===== src/rtl/id_sb_stage.sv =====
// Decode/scoreboard stage: single-entry holding register that issues an instruction once
// its source registers have no outstanding writes, with optional writeback forwarding.
module id_sb_stage #(
    parameter int unsigned XLEN   = 32,
    parameter int unsigned PEND_W = 2,
    parameter int unsigned BYPASS = 1
) (
    input  logic            clk,
    input  logic            rst,
    input  logic            flush,
    input  logic            in_valid,
    output logic            in_ready,
    input  logic [31:0]     in_instr,
    input  logic [XLEN-1:0] in_pc,
    input  logic            wb_en,
    input  logic [4:0]      wb_rd,
    input  logic [XLEN-1:0] wb_data,
    input  logic            rel_en,
    input  logic [4:0]      rel_rd,
    output logic            out_valid,
    input  logic            out_ready,
    output logic [31:0]     out_instr,
    output logic [XLEN-1:0] out_pc,
    output logic [XLEN-1:0] out_rs1_val,
    output logic [XLEN-1:0] out_rs2_val,
    output logic [4:0]      out_rd,
    output logic            stall,
    output logic            done
);

    localparam int unsigned NREG = 32;
    localparam int unsigned CW   = PEND_W + 1;
    localparam logic [PEND_W-1:0] PEND_MAX = {PEND_W{1'b1}};
    localparam logic [PEND_W-1:0] PEND_ONE = PEND_W'(1);
    localparam logic [31:0] HALT_WORD = 32'hdead10cc;
    localparam logic BYP = (BYPASS != 0);

    localparam logic [4:0] OPC_LUI    = 5'b01101;
    localparam logic [4:0] OPC_AUIPC  = 5'b00101;
    localparam logic [4:0] OPC_JAL    = 5'b11011;
    localparam logic [4:0] OPC_OP     = 5'b01100;
    localparam logic [4:0] OPC_STORE  = 5'b01000;
    localparam logic [4:0] OPC_BRANCH = 5'b11000;

    logic            valid_q, valid_d;
    logic [31:0]     instr_q, instr_d;
    logic [XLEN-1:0] pc_q, pc_d;
    logic [XLEN-1:0] regs_q [NREG];
    logic [XLEN-1:0] regs_d [NREG];
    logic [PEND_W-1:0] pend_q [NREG];
    logic [PEND_W-1:0] pend_d [NREG];

    logic [4:0] opcode, rs1, rs2, rd;
    logic       rs1_used, rs2_used, rd_wr;
    logic       fwd1, fwd2, haz1, haz2, sat;
    logic       receive, send;
    logic [CW-1:0] up, dn;

    // Operand usage decode from the held instruction
    assign opcode   = instr_q[6:2];
    assign rs1      = instr_q[19:15];
    assign rs2      = instr_q[24:20];
    assign rd       = instr_q[11:7];
    assign rs1_used = !(opcode == OPC_LUI || opcode == OPC_AUIPC || opcode == OPC_JAL);
    assign rs2_used = (opcode == OPC_OP) || (opcode == OPC_STORE) || (opcode == OPC_BRANCH);
    assign rd_wr    = !(opcode == OPC_STORE || opcode == OPC_BRANCH) && (rd != 5'd0);

    // Forward only when this writeback retires the last outstanding write to the source
    assign fwd1 = BYP && (rs1 != 5'd0) && (pend_q[rs1] == PEND_ONE) && wb_en && (wb_rd == rs1)
                  && !(rel_en && (rel_rd == rs1));
    assign fwd2 = BYP && (rs2 != 5'd0) && (pend_q[rs2] == PEND_ONE) && wb_en && (wb_rd == rs2)
                  && !(rel_en && (rel_rd == rs2));
    assign haz1 = rs1_used && (rs1 != 5'd0) && (pend_q[rs1] != '0) && !fwd1;
    assign haz2 = rs2_used && (rs2 != 5'd0) && (pend_q[rs2] != '0) && !fwd2;
    assign sat  = rd_wr && (pend_q[rd] == PEND_MAX)
                  && !((wb_en && (wb_rd == rd)) || (rel_en && (rel_rd == rd)));

    assign stall     = valid_q && (haz1 || haz2 || sat);
    assign out_valid = valid_q && !stall && !flush;
    assign send      = out_valid && out_ready;
    assign in_ready  = !valid_q || send;
    assign receive   = in_valid && in_ready;

    assign out_instr   = instr_q;
    assign out_pc      = pc_q;
    assign out_rd      = rd;
    assign out_rs1_val = fwd1 ? wb_data : regs_q[rs1];
    assign out_rs2_val = fwd2 ? wb_data : regs_q[rs2];
    assign done        = valid_q && (instr_q == HALT_WORD);

    always_comb begin
        valid_d = flush ? 1'b0 : (receive || (valid_q && !send));
        instr_d = receive ? in_instr : instr_q;
        pc_d    = receive ? in_pc : pc_q;
    end

    // Register file writes and pending-count updates; x0 entries stay at zero
    always_comb begin
        up = '0;
        dn = '0;
        for (int r = 0; r < int'(NREG); r++) begin
            regs_d[r] = regs_q[r];
            pend_d[r] = pend_q[r];
        end
        for (int r = 1; r < int'(NREG); r++) begin
            up = {1'b0, pend_q[r]} + CW'(send && rd_wr && (rd == 5'(r)));
            dn = CW'(wb_en && (wb_rd == 5'(r))) + CW'(rel_en && (rel_rd == 5'(r)));
            pend_d[r] = (up < dn) ? '0 : PEND_W'(up - dn);
            if (wb_en && (wb_rd == 5'(r))) begin
                regs_d[r] = wb_data;
            end
        end
    end

    always_ff @(posedge clk or posedge rst) begin
        if (rst) begin
            valid_q <= 1'b0;
            instr_q <= '0;
            pc_q    <= '0;
            for (int r = 0; r < int'(NREG); r++) begin
                regs_q[r] <= '0;
                pend_q[r] <= '0;
            end
        end else begin
            valid_q <= valid_d;
            instr_q <= instr_d;
            pc_q    <= pc_d;
            for (int r = 0; r < int'(NREG); r++) begin
                regs_q[r] <= regs_d[r];
                pend_q[r] <= pend_d[r];
            end
        end
    end

endmodule

===== config.mk =====
export PLATFORM = sky130hd
export DESIGN_NAME = id_sb_stage
export DESIGN_NICKNAME = d
export VERILOG_FILES = /design/src/rtl/id_sb_stage.sv
export SDC_FILE = /design/constraint.sdc
export NUM_CORES = 2
export LEC_CHECK = 0
export ABC_CLOCK_PERIOD_IN_PS = 43100
export BUFFER_PORTS_ARGS = -buffer_cell sky130_fd_sc_hd__buf_4
export CAP_MARGIN = 0
export CORE_MARGIN = 3
export CORE_UTILIZATION = 35
export DETAILED_ROUTE_END_ITERATION = 12
export PLACE_DENSITY = 0.47
export SLEW_MARGIN = 20
export SYNTH_ARGS = -nofsm -noshare
export SYNTH_HDL_FRONTEND = slang
export SYNTH_SLANG_ARGS = --single-unit

===== constraint.sdc =====
create_clock -name clk -period 43.1 [get_ports clk]
set_clock_uncertainty 0.05 [all_clocks]
set_input_delay 8.62 -clock clk [delete_from_list [all_inputs] [get_ports clk]]
set_output_delay 8.62 -clock clk [all_outputs]
set_load 0.01 [all_outputs]

==> summary.md <==
| Metric | Value |
|---|---|
| Critical path type | primary input to primary output |
| Synth area leader | dfrtp_1 |
| Chip width | 432 um |
| WL final | 241000 um |
| Final min period | around 19 ns |
| Reg clk slew, reported paths | 0.06 ns |
| Hold_ws | 0.443 ns |
| R2r worst-path depth | 13 |
| Worst hold start | regs_q[686] |
| Area growth from synthesis to layout | 13.2% |
| Iteration-0 DRC Markers | 4765 |
| Worst hold path stage count | 2 |
| Outcome | finished clean |
| Final Hold Vio Count | 0 |
| Pleak | 33.4 nW |
| Clock latency on the worst-skew pair | 0.80 ns |
| Residual DRC | 0 |
| Fmax | 51.3 MHz |
| Row Count | 155 |
| Overflow after GRT | 0 |
| Final Instance Count excl. Fillers | about 8k |
| CP startpoint kind | primary input |
| Worst r2r dst | pend_q[57] |
| Critical Path AT | 10.81 ns |
| Initial Utilization | 35.4% |
| Sink Count | 1119 |
| Max-Slew Margin vs Limit | ~24% |
| Sequential area share after synthesis | between 40% and 50% |
| Setup-failing EPs final | 0 |
| Synthesized area | ~64000 um^2 |
| Least-Margin Pin Slew | 1.13 ns |
| Worst path slowest cell | buf_4 |
| Critical R2R Launch | out_instr[20] |
| Setup TNS | 0 ns |
| Post-CTS setup buffers | 0 |
| Mapped Cells | approximately 5.5k |
| Gpl congestion | ~0.84 |
| First-pass GRT wire length | 347000 um |
| Inserted Clock Buffers | approximately 130 |
| TritonCTS clock tree | built |
| Total track usage | approximately 26% |
| CP peak stage delay | 0.63 ns |
| Vias per cell | 5.71 |
| Pins Over Slew Limit | 0 |
| Via count | 45.8k |
| Crit end category | primary output |
| Finished Cell Area | 72100 um^2 |
| Final Cycle Share | 45.2% |
| Synth warnings | 0 |
| Ys async rst share | 100% |
| Crit-path cells | buf_4 > xnor2_1 > nand4_1 > nor4_1 > and4b_4 > buf_4 > o21ai_0 > buf_4 |
| DP Cell Count | 7786 |
| Pwr/cell area | 61.4 nW/um^2 |
| Final ANT Viol Nets | 0 |
| Initial antenna violation count | 9 |
| Die Y | 432 um |
| Main synth FF type | dfrtp_1 |
| Core area | 180000 um^2 |
| Largest net degree at the start of global routing | 147 |
| Final nets | 5835 |
| Seq cells post-synth | 1119 |
| # IOs | 250 |
| Worst VDD drop | ~0.046 mV |
| Number of global-route vias before repair | approximately 46k |
| Most used cell, CP | buf_4 |
| Clock Path Buffers | 3 |
| Post-CTS Hold Buffers | 0 |
| Min-Delay Path Class | flop to flop |
| Count leader, synth | nand2_1 |
| Reg2Reg Setup Slack | about 37 ns |
| RSZ-0062 raised after global routing | no |
| Worst-path fanout max | 64 |
| Die area | 187000 um^2 |
| DR WL/cell | 30.0 um |
| Ratio of cells with drive above 1 in the final layout | 31.1% |
| DP Area | 67600 um^2 |
| Tot Pwr | 4.42 mW |
| EDFF count, synth | 0 |
| Top cells by area, synth | dfrtp_1, mux4_2, nand2_1 |
| Synthesized area per cell | roughly 11 um^2 |
| Syn nets | 5806 |
| Min-Delay Endpoint | regs_q[686] |
| Synth unique cells | 64 |
| Share of the synthesized area in the top cell type | roughly 44% |
| DRT Pass-1 Iters | 6 |
| I/O Buffers | 249 |
| Dpl hpwl | 131000 um |
| Critical Path RT | around 34 ns |
| Synth cell count leaders | nand2_1, dfrtp_1, mux4_2 |
| Max_cap viols | 0 |
| Post-cts resize count | 0 |
| Root Buffer | clkbuf_16 |
| CTS H-Tree Depth | 4 |
layer usage:
| metal | share of wire, % | global-route usage [%] | up-vias | routed length (um) |
|---|---|---|---|---|
| met2 | 46 | 40.4 | 1829 | 111000 |
| li1 | - | - | 19432 | - |
| met4 | 4.1 | 9.97 | 2 | 9900 |
| met1 | 43 | 35.4 | 24179 | 104000 |
| met5 | 0.0054 | 0 | - | 13 |
| met3 | 6.7 | 4.60 | 395 | 16100 |
worst max-delay path by stage:
stage	start	endpoint	slack, ns	cells after the start
2_1_floorplan	rst	out_instr[0]	2.92	1
3_3_place_gp	wb_rd[2]	out_rs2_val[12]	23.60	8
3_5_place_dp	wb_rd[2]	out_rs2_val[16]	23.59	8
4_1_cts	wb_rd[2]	out_rs2_val[23]	23.59	8
5_1_grt	wb_rd[2]	out_rs2_val[7]	23.38	8
6_report	wb_rd[2]	out_rs2_val[13]	23.62	8
sequential cells by signal, indices dropped and copies added (netlist names):
register   count
regs_q       992
out_pc        32
valid_q        1
pend_q        62
out_instr     32
final cells by class:
type / instances / area, um^2
antenna: 2 / 5.00
sequential: 1119 / 28000
multi-input combinational: 3856 / 33500
timing repair buffer: 372 / 2830
fill: 17018 / 108000
inverter: 84 / 328
clock inverter: 38 / 380
clock buffer: 202 / 4030
tap: 2355 / 2950
critical path, delay by kind of cell:
| kind | cells | cell delay, ns |
|---|---|---|
| buf+inv | 3 | 1.03 |
| compound gates | 1 | 0.21 |
| simple gates | 3 | 0.67 |
| xor+xnor | 1 | 0.14 |
where the power goes:
part	switching (mW)	internal (mW)
Clock	0.482	0.676
Combinational	0.879	0.884
Sequential	0.232	1.27
cell families (layout without fill, tap and decap cells):
family                     Yosys count  count (layout)  synth area share [%]
muxes                             1225            1225                  32.2
DFF                               1119            1119                  44.0
xor gates and xnor gates            61              61                 0.839
buffers and inverters              563             696                  3.63
other                                0               2                     0
adders and majority gates          155             155                  3.41
and+or+nand+nor                   2176            2176                  13.5
AOI/OAI and AO/OA                  239             239                  2.43
stage by stage:
stage | util [%] | setup WS, ns
2_1_floorplan | - | 2.92
3_3_place_gp | 37.7 | 23.60
3_5_place_dp | 37.7 | 23.59
4_1_cts | 40.1 | 23.59
5_1_grt | 40.1 | 23.38
6_report | 40.1 | 23.62
placed cells by master (no fill, tap or decap), drive strengths merged, types with 18 or more instances in the layout:
master,instances
clkbuf,202
and2,35
mux4,586
buf,372
o21ai,67
mux2,527
a21oi,76
inv,88
nand3,22
nor2b,26
xnor2,39
a22o,23
nor3,38
clkinv,27
mux2i,112
nand2,1829
fa,31
xor2,22
ha,124
a2111oi,18
dfrtp,1119
a221oi,18
nor2,162
Power figures use the tool's default switching activity.
